File: config.mk
export PLATFORM = sky130hd
export DESIGN_NAME = mem_stage
export DESIGN_NICKNAME = d
export VERILOG_FILES = /design/src/rtl/mem_stage.sv
export SDC_FILE = /design/constraint.sdc
export NUM_CORES = 1
export LEC_CHECK = 0
export BUFFER_PORTS_ARGS = -buffer_cell sky130_fd_sc_hd__buf_2
export CAP_MARGIN = 5
export CORE_MARGIN = 1
export CORE_UTILIZATION = 45
export CTS_BUF_LIST = sky130_fd_sc_hd__clkbuf_4 sky130_fd_sc_hd__clkbuf_8 sky130_fd_sc_hd__clkbuf_16
export DETAILED_ROUTE_END_ITERATION = 10
export HOLD_SLACK_MARGIN = 0.08
export PLACE_DENSITY = 0.76
export REMOVE_ABC_BUFFERS = 1
export SYNTH_ARGS = -nofsm -noshare
export SYNTH_HDL_FRONTEND = slang
export SYNTH_SLANG_ARGS = --single-unit
File: constraint.sdc
create_clock -name clk -period 1.9 [get_ports clk]
set_input_delay 0.095 -clock clk [delete_from_list [all_inputs] [get_ports clk]]
set_output_delay 0.095 -clock clk [all_outputs]
set_load 0.1 [all_outputs]
File: src/rtl/mem_stage.sv
// Memory-access stage: sits behind execute, performs loads/stores over a
// valid/ready data-memory port with byte-lane steering and load extension,
// and hands a registered result to write-back through valid/ready.
module mem_stage #(
   parameter  int DATA_WIDTH    = 32,
   parameter  int NUM_REGISTERS = 32,
   localparam int ADDRESS_WIDTH = $clog2(NUM_REGISTERS)
) (
   input  logic                     clk,
   input  logic                     rst,
   input  logic                     in_valid,
   output logic                     in_ready,
   input  logic [DATA_WIDTH-1:0]    in_res,
   input  logic [ADDRESS_WIDTH-1:0] in_rd,
   input  logic [DATA_WIDTH-1:0]    in_store_data,
   input  logic                     in_is_load,
   input  logic                     in_is_store,
   input  logic [2:0]               in_funct3,
   output logic                     dmem_req_valid,
   input  logic                     dmem_req_ready,
   output logic [DATA_WIDTH-1:0]    dmem_req_addr,
   output logic                     dmem_req_we,
   output logic [3:0]               dmem_req_be,
   output logic [DATA_WIDTH-1:0]    dmem_req_wdata,
   input  logic                     dmem_rsp_valid,
   input  logic [DATA_WIDTH-1:0]    dmem_rsp_rdata,
   output logic                     out_valid,
   input  logic                     out_ready,
   output logic [ADDRESS_WIDTH-1:0] out_rd,
   output logic [DATA_WIDTH-1:0]    out_res,
   output logic                     out_misaligned
);

   typedef enum logic [1:0] {IDLE, REQ, RSP} state_t;

   state_t                   state_q;
   logic [ADDRESS_WIDTH-1:0] pend_rd_q;
   logic [DATA_WIDTH-1:0]    pend_res_q;
   logic [2:0]               f3_q;
   logic [1:0]               lo_q;
   logic                     out_valid_q, out_mis_q;
   logic [ADDRESS_WIDTH-1:0] out_rd_q;
   logic [DATA_WIDTH-1:0]    out_res_q;
   logic                     req_valid_q, req_we_q;
   logic [3:0]               req_be_q;
   logic [DATA_WIDTH-1:0]    req_addr_q, req_wdata_q;

   logic                  accept, is_mem, is_st, sz_byte, sz_half, misal;
   logic [3:0]            st_be;
   logic [DATA_WIDTH-1:0] st_wdata, ld_ext;
   logic [7:0]            ld_byte;
   logic [15:0]           ld_half;

   // Only IDLE takes new work, and only when the output slot frees up this cycle.
   assign in_ready = (state_q == IDLE) && (!out_valid_q || out_ready);
   assign accept   = in_valid && in_ready;

   // Access size from funct3[1:0]; anything not byte/half behaves as a word.
   assign is_mem  = in_is_load || in_is_store;
   assign is_st   = in_is_store && !in_is_load;
   assign sz_byte = (in_funct3[1:0] == 2'b00);
   assign sz_half = (in_funct3[1:0] == 2'b01);
   assign misal   = sz_half ? in_res[0] : (!sz_byte && (in_res[1:0] != 2'b00));

   // Store lane steering: replicate the datum so every enabled lane sees it.
   always_comb begin
      st_be    = 4'b1111;
      st_wdata = in_store_data;
      if (sz_byte) begin
         st_be    = 4'b0001 << in_res[1:0];
         st_wdata = {4{in_store_data[7:0]}};
      end else if (sz_half) begin
         st_be    = 4'b0011 << in_res[1:0];
         st_wdata = {2{in_store_data[15:0]}};
      end
   end

   // Load lane selection and sign/zero extension from the captured funct3/offset.
   always_comb begin
      ld_byte = 8'(dmem_rsp_rdata >> {lo_q, 3'b000});
      ld_half = 16'(dmem_rsp_rdata >> {lo_q[1], 4'b0000});
      case (f3_q)
         3'b000:  ld_ext = {{24{ld_byte[7]}}, ld_byte};
         3'b001:  ld_ext = {{16{ld_half[15]}}, ld_half};
         3'b100:  ld_ext = {24'd0, ld_byte};
         3'b101:  ld_ext = {16'd0, ld_half};
         default: ld_ext = dmem_rsp_rdata;
      endcase
   end

   // Access FSM; memory request and write-back result are both registered here.
   always_ff @(posedge clk) begin
      if (rst) begin
         state_q     <= IDLE;
         pend_rd_q   <= '0;
         pend_res_q  <= '0;
         f3_q        <= '0;
         lo_q        <= '0;
         out_valid_q <= 1'b0;
         out_mis_q   <= 1'b0;
         out_rd_q    <= '0;
         out_res_q   <= '0;
         req_valid_q <= 1'b0;
         req_we_q    <= 1'b0;
         req_be_q    <= '0;
         req_addr_q  <= '0;
         req_wdata_q <= '0;
      end else begin
         if (out_valid_q && out_ready) out_valid_q <= 1'b0;
         case (state_q)
            IDLE: if (accept) begin
               if (!is_mem || misal) begin
                  // Pass-through (or faulting access): result ready next cycle.
                  out_valid_q <= 1'b1;
                  out_res_q   <= in_res;
                  out_rd_q    <= in_rd;
                  out_mis_q   <= is_mem && misal;
               end else begin
                  pend_rd_q   <= in_rd;
                  pend_res_q  <= in_res;
                  f3_q        <= in_funct3;
                  lo_q        <= in_res[1:0];
                  req_valid_q <= 1'b1;
                  req_we_q    <= is_st;
                  req_be_q    <= is_st ? st_be : 4'b0000;
                  req_wdata_q <= is_st ? st_wdata : '0;
                  req_addr_q  <= {in_res[DATA_WIDTH-1:2], 2'b00};
                  state_q     <= REQ;
               end
            end
            REQ: if (dmem_req_ready) begin
               req_valid_q <= 1'b0;
               if (req_we_q) begin
                  out_valid_q <= 1'b1;
                  out_res_q   <= pend_res_q;
                  out_rd_q    <= pend_rd_q;
                  out_mis_q   <= 1'b0;
                  state_q     <= IDLE;
               end else begin
                  state_q     <= RSP;
               end
            end
            RSP: if (dmem_rsp_valid) begin
               out_valid_q <= 1'b1;
               out_res_q   <= ld_ext;
               out_rd_q    <= pend_rd_q;
               out_mis_q   <= 1'b0;
               state_q     <= IDLE;
            end
            default: state_q <= IDLE;
         endcase
      end
   end

   assign dmem_req_valid = req_valid_q;
   assign dmem_req_addr  = req_addr_q;
   assign dmem_req_we    = req_we_q;
   assign dmem_req_be    = req_be_q;
   assign dmem_req_wdata = req_wdata_q;
   assign out_valid      = out_valid_q;
   assign out_rd         = out_rd_q;
   assign out_res        = out_res_q;
   assign out_misaligned = out_mis_q;

endmodule
### Word level (Yosys, flattened, before mapping)

Cells that the tools add are included.

* multiplexer cells: 43
* bitwise operators: 1
* reductions and logical operators: 23
* shifts and indexed selects: 4
* eq/ne operators: 12

Operators by type and width (count)
* $mux W32: 8
* $pmux W32 S4: 1
* $pmux W32 S3: 1
* $shr A32 B5 Y16: 1
* $shr A32 B5 Y8: 1
* $mux W5: 5
* $mux W1: 15
* $pmux W5 S3: 1
* $mux W4: 3
* $mux W2: 5
* $ne A2 B2 Y1 const B: 5
* $reduce_and A4 Y1: 2
* $eq A3 B3 Y1 const B: 2
* $logic_and A1 B1 Y1: 6
* $pmux W1 S3: 2
* $pmux W2 S3: 1
* $reduce_and A6 Y1: 1
* $eq A2 B1 Y1 const B: 2
* $logic_not A1 Y1: 4
* $logic_not A2 Y1: 2
* $reduce_bool A2 Y1: 2
* $shl A1 B2 Y4 const A: 1
* $shl A2 B2 Y4 const A: 1
* $eq A3 B1 Y1 const B: 1
* 8 further kinds: 10

* input port bits: 112
* register bits after elaboration: 151

### Logic depth before layout (Yosys ltp)

* depth after elaboration: 8
* depth in mapped cells: 9
* mapped depth without buffers: 7

### Worst setup path after synthesis

Ideal clock, no wire load.

* path type: reg2reg
* from: register out_valid_q, in the netlist out_valid
* to: register pend_res_q[21]
* required time: 1.830 ns
* slack: -0.832 ns
* setup time: 0.070 ns
* arrival: 2.662 ns
* path buffers: 2
* stages on the path, launching flop included: 8
* cells stage by stage: dfxtp_1 -> nand2b_1 -> and2_1 -> nand3_1 -> buf_2 -> buf_2 -> nand2_1 -> a21oi_1

* word-level cells in the longest chain between the ends: 5

RTL lines
* start: declaration: RTL line 41 `logic out_valid_q, out_mis_q;`
* start signal: assignment: RTL line 99 `out_valid_q <= 1'b0;`
* start signal: assignment: RTL line 109 `if (out_valid_q && out_ready) out_valid_q <= 1'b0;`
* start signal: assignment: RTL line 114 `out_valid_q <= 1'b1;`
* $logic_not A1 Y1: RTL line 55 `assign in_ready = (state_q == IDLE) && (!out_valid_q || out_ready);`
* $logic_or A1 B1 Y1: RTL line 55
* $logic_and A1 B1 Y1: RTL line 55
* via in_ready: RTL line 12 `output logic in_ready,`
* $logic_and A1 B1 Y1: RTL line 56 `assign accept = in_valid && in_ready;`
* $reduce_and A3 Y1 (no source line)
* end signal: assignment: RTL line 120 `pend_res_q <= in_res;`
* end: declaration: RTL line 38 `logic [DATA_WIDTH-1:0] pend_res_q;`

The timed path passes the listed nets, and every way through them passes these cells.
A chain may end at the register's enable or synchronous reset.

### Worst setup path after layout

* from: register state_q[0]
* to: register out_res_q[20], in the netlist out_res[20]

* word-level cells in the longest chain between the ends: 5
* elaborated cells on any way between the ends: 13
* classes of those cells: eq/ne (7); mux (1); reduce/logical (5)

RTL lines
* start: declaration: RTL line 36 `state_t state_q;`
* start signal: assignment: RTL line 94 `state_q <= IDLE;`
* start signal: assignment: RTL line 128 `state_q <= REQ;`
* start signal: assignment: RTL line 138 `state_q <= IDLE;`
* $logic_not A2 Y1: RTL line 55, 110
* $logic_and A1 B1 Y1: RTL line 55
* $logic_and A1 B1 Y1: RTL line 56
* $ne A2 B2 Y1 (no source line)
* $reduce_and A6 Y1 (no source line)
* end signal: assignment: RTL line 115 `out_res_q <= in_res;`
* end signal: assignment: RTL line 135 `out_res_q <= pend_res_q;`
* end signal: assignment: RTL line 145 `out_res_q <= ld_ext;`
* end: declaration: RTL line 43 `logic [DATA_WIDTH-1:0] out_res_q;`

Several ways; a longest one is shown, not always the timed one.

==> reports/metrics.cfg <==
[critical_path]
reg2reg_depth=7
critPathMaxStageDelay_ps=350
critPathBufInv=2
worstPathMaxFanout=16
critPathKind=reg -> reg
cpMaxStageDelayCell=dfxtp_2
crit_required_ps=2220
cp.depth=7
crit_family=compound AO/OA/AOI/OAI gates
crit_chain=inv_1 > ha_1 > a221oi_2 > and3_4 > nand2b_1 > buf_12 > o31ai_1
crit_arrival_ps=2190
setup.worst_path.start_class=flop
cp-end-kind=flop

[routing]
via_count=7105
drtIter0Drc=606
drt_first_pass_iters=5
wl_per_cell_um=17.9
drcViolationCount=0
drtAntennaViolNets=0
via_per_inst=5.72
routed_wl_um=22300

[final_layout]
multi_input_area_um2=3550
antennaDiodeCount=0
final_core_util=0.692
final_common_cell=buf_2
area_growth_syn_to_layout_pct=48.3
final_cell_mix=buf_2, nand2_1, dfxtp_1
final_nets=1174
seq_area_um2=2390
layout-drive-gt1-share=0.333
fillers=1075

[timing]
rsz0062_at_grt=true
worst_pin_slew_ps=546
layout_min_cycle_time_ps=1870
setup_viol=0
fin_skew_ps=6.68
finalCritPeriodShare=0.985
max_freq_mhz=535
timing.final.ws_setup_ps=29.4
maxSlewHeadroom=0.635
finalMaxSlewViolations=0
hold_viol_final=0
whs_ps=104

[synthesis]
syn_avg_cell_area_um2=8.13
yosys_register_bits=119
synth_edf_count=0
yosys.area.top_type=dfxtp_1
ys_seq_area_frac=0.382
synthArstFlopShare=0
yosysTopAreaCellShare=0.382
ys_types=51
yosysWarnings=0
synth.area.top_cells=dfxtp_1, nand2_1, a21oi_1
syn_inst=766
synthFlopType=dfxtp_1
syn_area_um2=6230

[cts]
clk_pin_slew_ps=60
cts_sinks=119
cts_inserted_buffers=17
htree_num_levels=4
clk_latency_ps=420
cts_tree=done
root_buffer=clkbuf_16
cts_buffer_depth=2

[job]
cap_violations=0

[die]
ios=222
design.die.area_um2=14300
core_area_um2=13300
die_w_um=120
die_height_um=120
rows=42
start_util=0.467

[global_routing]
grt_usage=0.308
grt_util_met1=0.354
grt_max_degree=56
busiest_layer=met2
grt_pass1_vias=7081
antenna_found_initial=0
overflow=0
grt_pass1_wl_um=34900
met2_usage=0.527
grt_use_met3=0.0841

[placement]
finalWeightedCongestion=0.906
place_hpwl_um=14200
io_buffers=219
place_ws_ps=29.5

[status]
status=completed

[pwr]
cellLeakagePower_nw=3.96
power_density_nw_per_um2=1010
ir_drop_uv=555
p_total_w=0.00931

[worst_hold_path]
hold_depth=3
hold_path_class=in -> reg

cell families (layout without fill, tap and decap cells):
kind of cell | Yosys count | in the layout | share of synthesized area
and+or+nand+nor | 263 | 263 | 0.190
AOI/OAI and AO/OA | 249 | 249 | 0.283
DFF | 119 | 119 | 0.382
buffers and inverters | 89 | 389 | 0.0613
muxes | 37 | 37 | 0.0667
adders and majority gates | 8 | 8 | 0.0161
other | 1 | 2 | 0.000602
worst register-to-register path, delay by kind of cell, from the launching register on:
| family | cells | cell delay (ps) |
|---|---|---|
| AO/OA/AOI/OAI | 2 | 610 |
| AND/OR/NAND/NOR | 2 | 350 |
| flip-flops | 1 | 350 |
| adder cells (fa/ha/maj) | 1 | 220 |
| buffers and inverters | 2 | 250 |
state kept, by name (all words and copies together) (netlist names):
signal	count
dmem_req_be	4
out_res	32
dmem_req_we	1
dmem_req_valid	1
out_valid	1
out_misaligned	1
state_q	2
dmem_req_wdata	32
out_rd	5
pend_rd_q	5
pend_res_q	32
f3_q	3
power by group:
part           internal (W)  total (W)  switching, W
clock network       0.00227    0.00346       0.00119
registers           0.00268    0.00281      0.000126
logic              0.000839    0.00304       0.00221
cells in the mapped netlist (2+ instances only):
master	n
buf_1	5
nor3_1	3
nor2_1	45
nand2b_1	4
o31ai_1	6
a22oi_1	33
nand2_1	158
nand3b_1	23
o21ai_1	6
o311ai_1	2
o221ai_1	6
and3_1	2
clkbuf_1	42
nand4_1	2
buf_6	2
a221oi_2	11
mux2i_1	13
dfxtp_1	119
a2111oi_0	7
o2111ai_1	2
a221oi_1	14
nor2b_1	12
o21ai_0	38
a21oi_1	74
inv_1	18
nand3_1	6
buf_4	2
a211oi_1	9
o21bai_1	6
o31ai_2	10
mux2_2	22
buf_2	20
o211ai_1	12
o22ai_1	8
ha_1	8
worst paths after layout:
path,slack (ps),endpoint,startpoint
setup / recovery,30,out_res[20],state_q[0]
hold / removal,100,out_res[25],dmem_rsp_rdata[25]
setup reg to reg,30,out_res[20],state_q[0]
hold reg to reg,450,out_res[6],out_res[6]
area by class of cell:
cell class	instances	share of cell area
Clock inverter	12	0.0190
Tap cell	176	0.0238
Inverter	18	0.00732
Clock buffer	20	0.0499
Timing Repair Buffer	339	0.257
Sequential cell	119	0.258
Multi-Input combinational cell	559	0.384
metrics by stage:
| step | setup TNS, ps | std cells | area (um^2) |
|---|---|---|---|
| 4_1_cts | 0 | 1237 | 9090 |
| 3_5_place_dp | 0 | 1126 | 7670 |
| 6_report | 0 | 1243 | 9240 |
| 5_1_grt | -70.5 | 1243 | 9240 |
| 2_1_floorplan | -190860 | 696 | 5920 |
| 3_3_place_gp | 0 | 1126 | 7670 |
per-layer routing:
layer	share of wire	up-vias
li1	-	3322
met1	0.39	3299
met2	0.49	435
met3	0.099	49
met4	0.024	0
met5	0	-
repair_timing:
| item | 4_1_cts | 5_1_grt |
|---|---|---|
| resized for setup | 0 | 14 |
| hold buffers | 79 | 0 |
| endpoints found under the hold margin | 102 | 0 |
| buffers inserted | 0 | 4 |
| endpoints found under the setup margin | 0 | 103 |
Power figures use the tool's default switching activity.
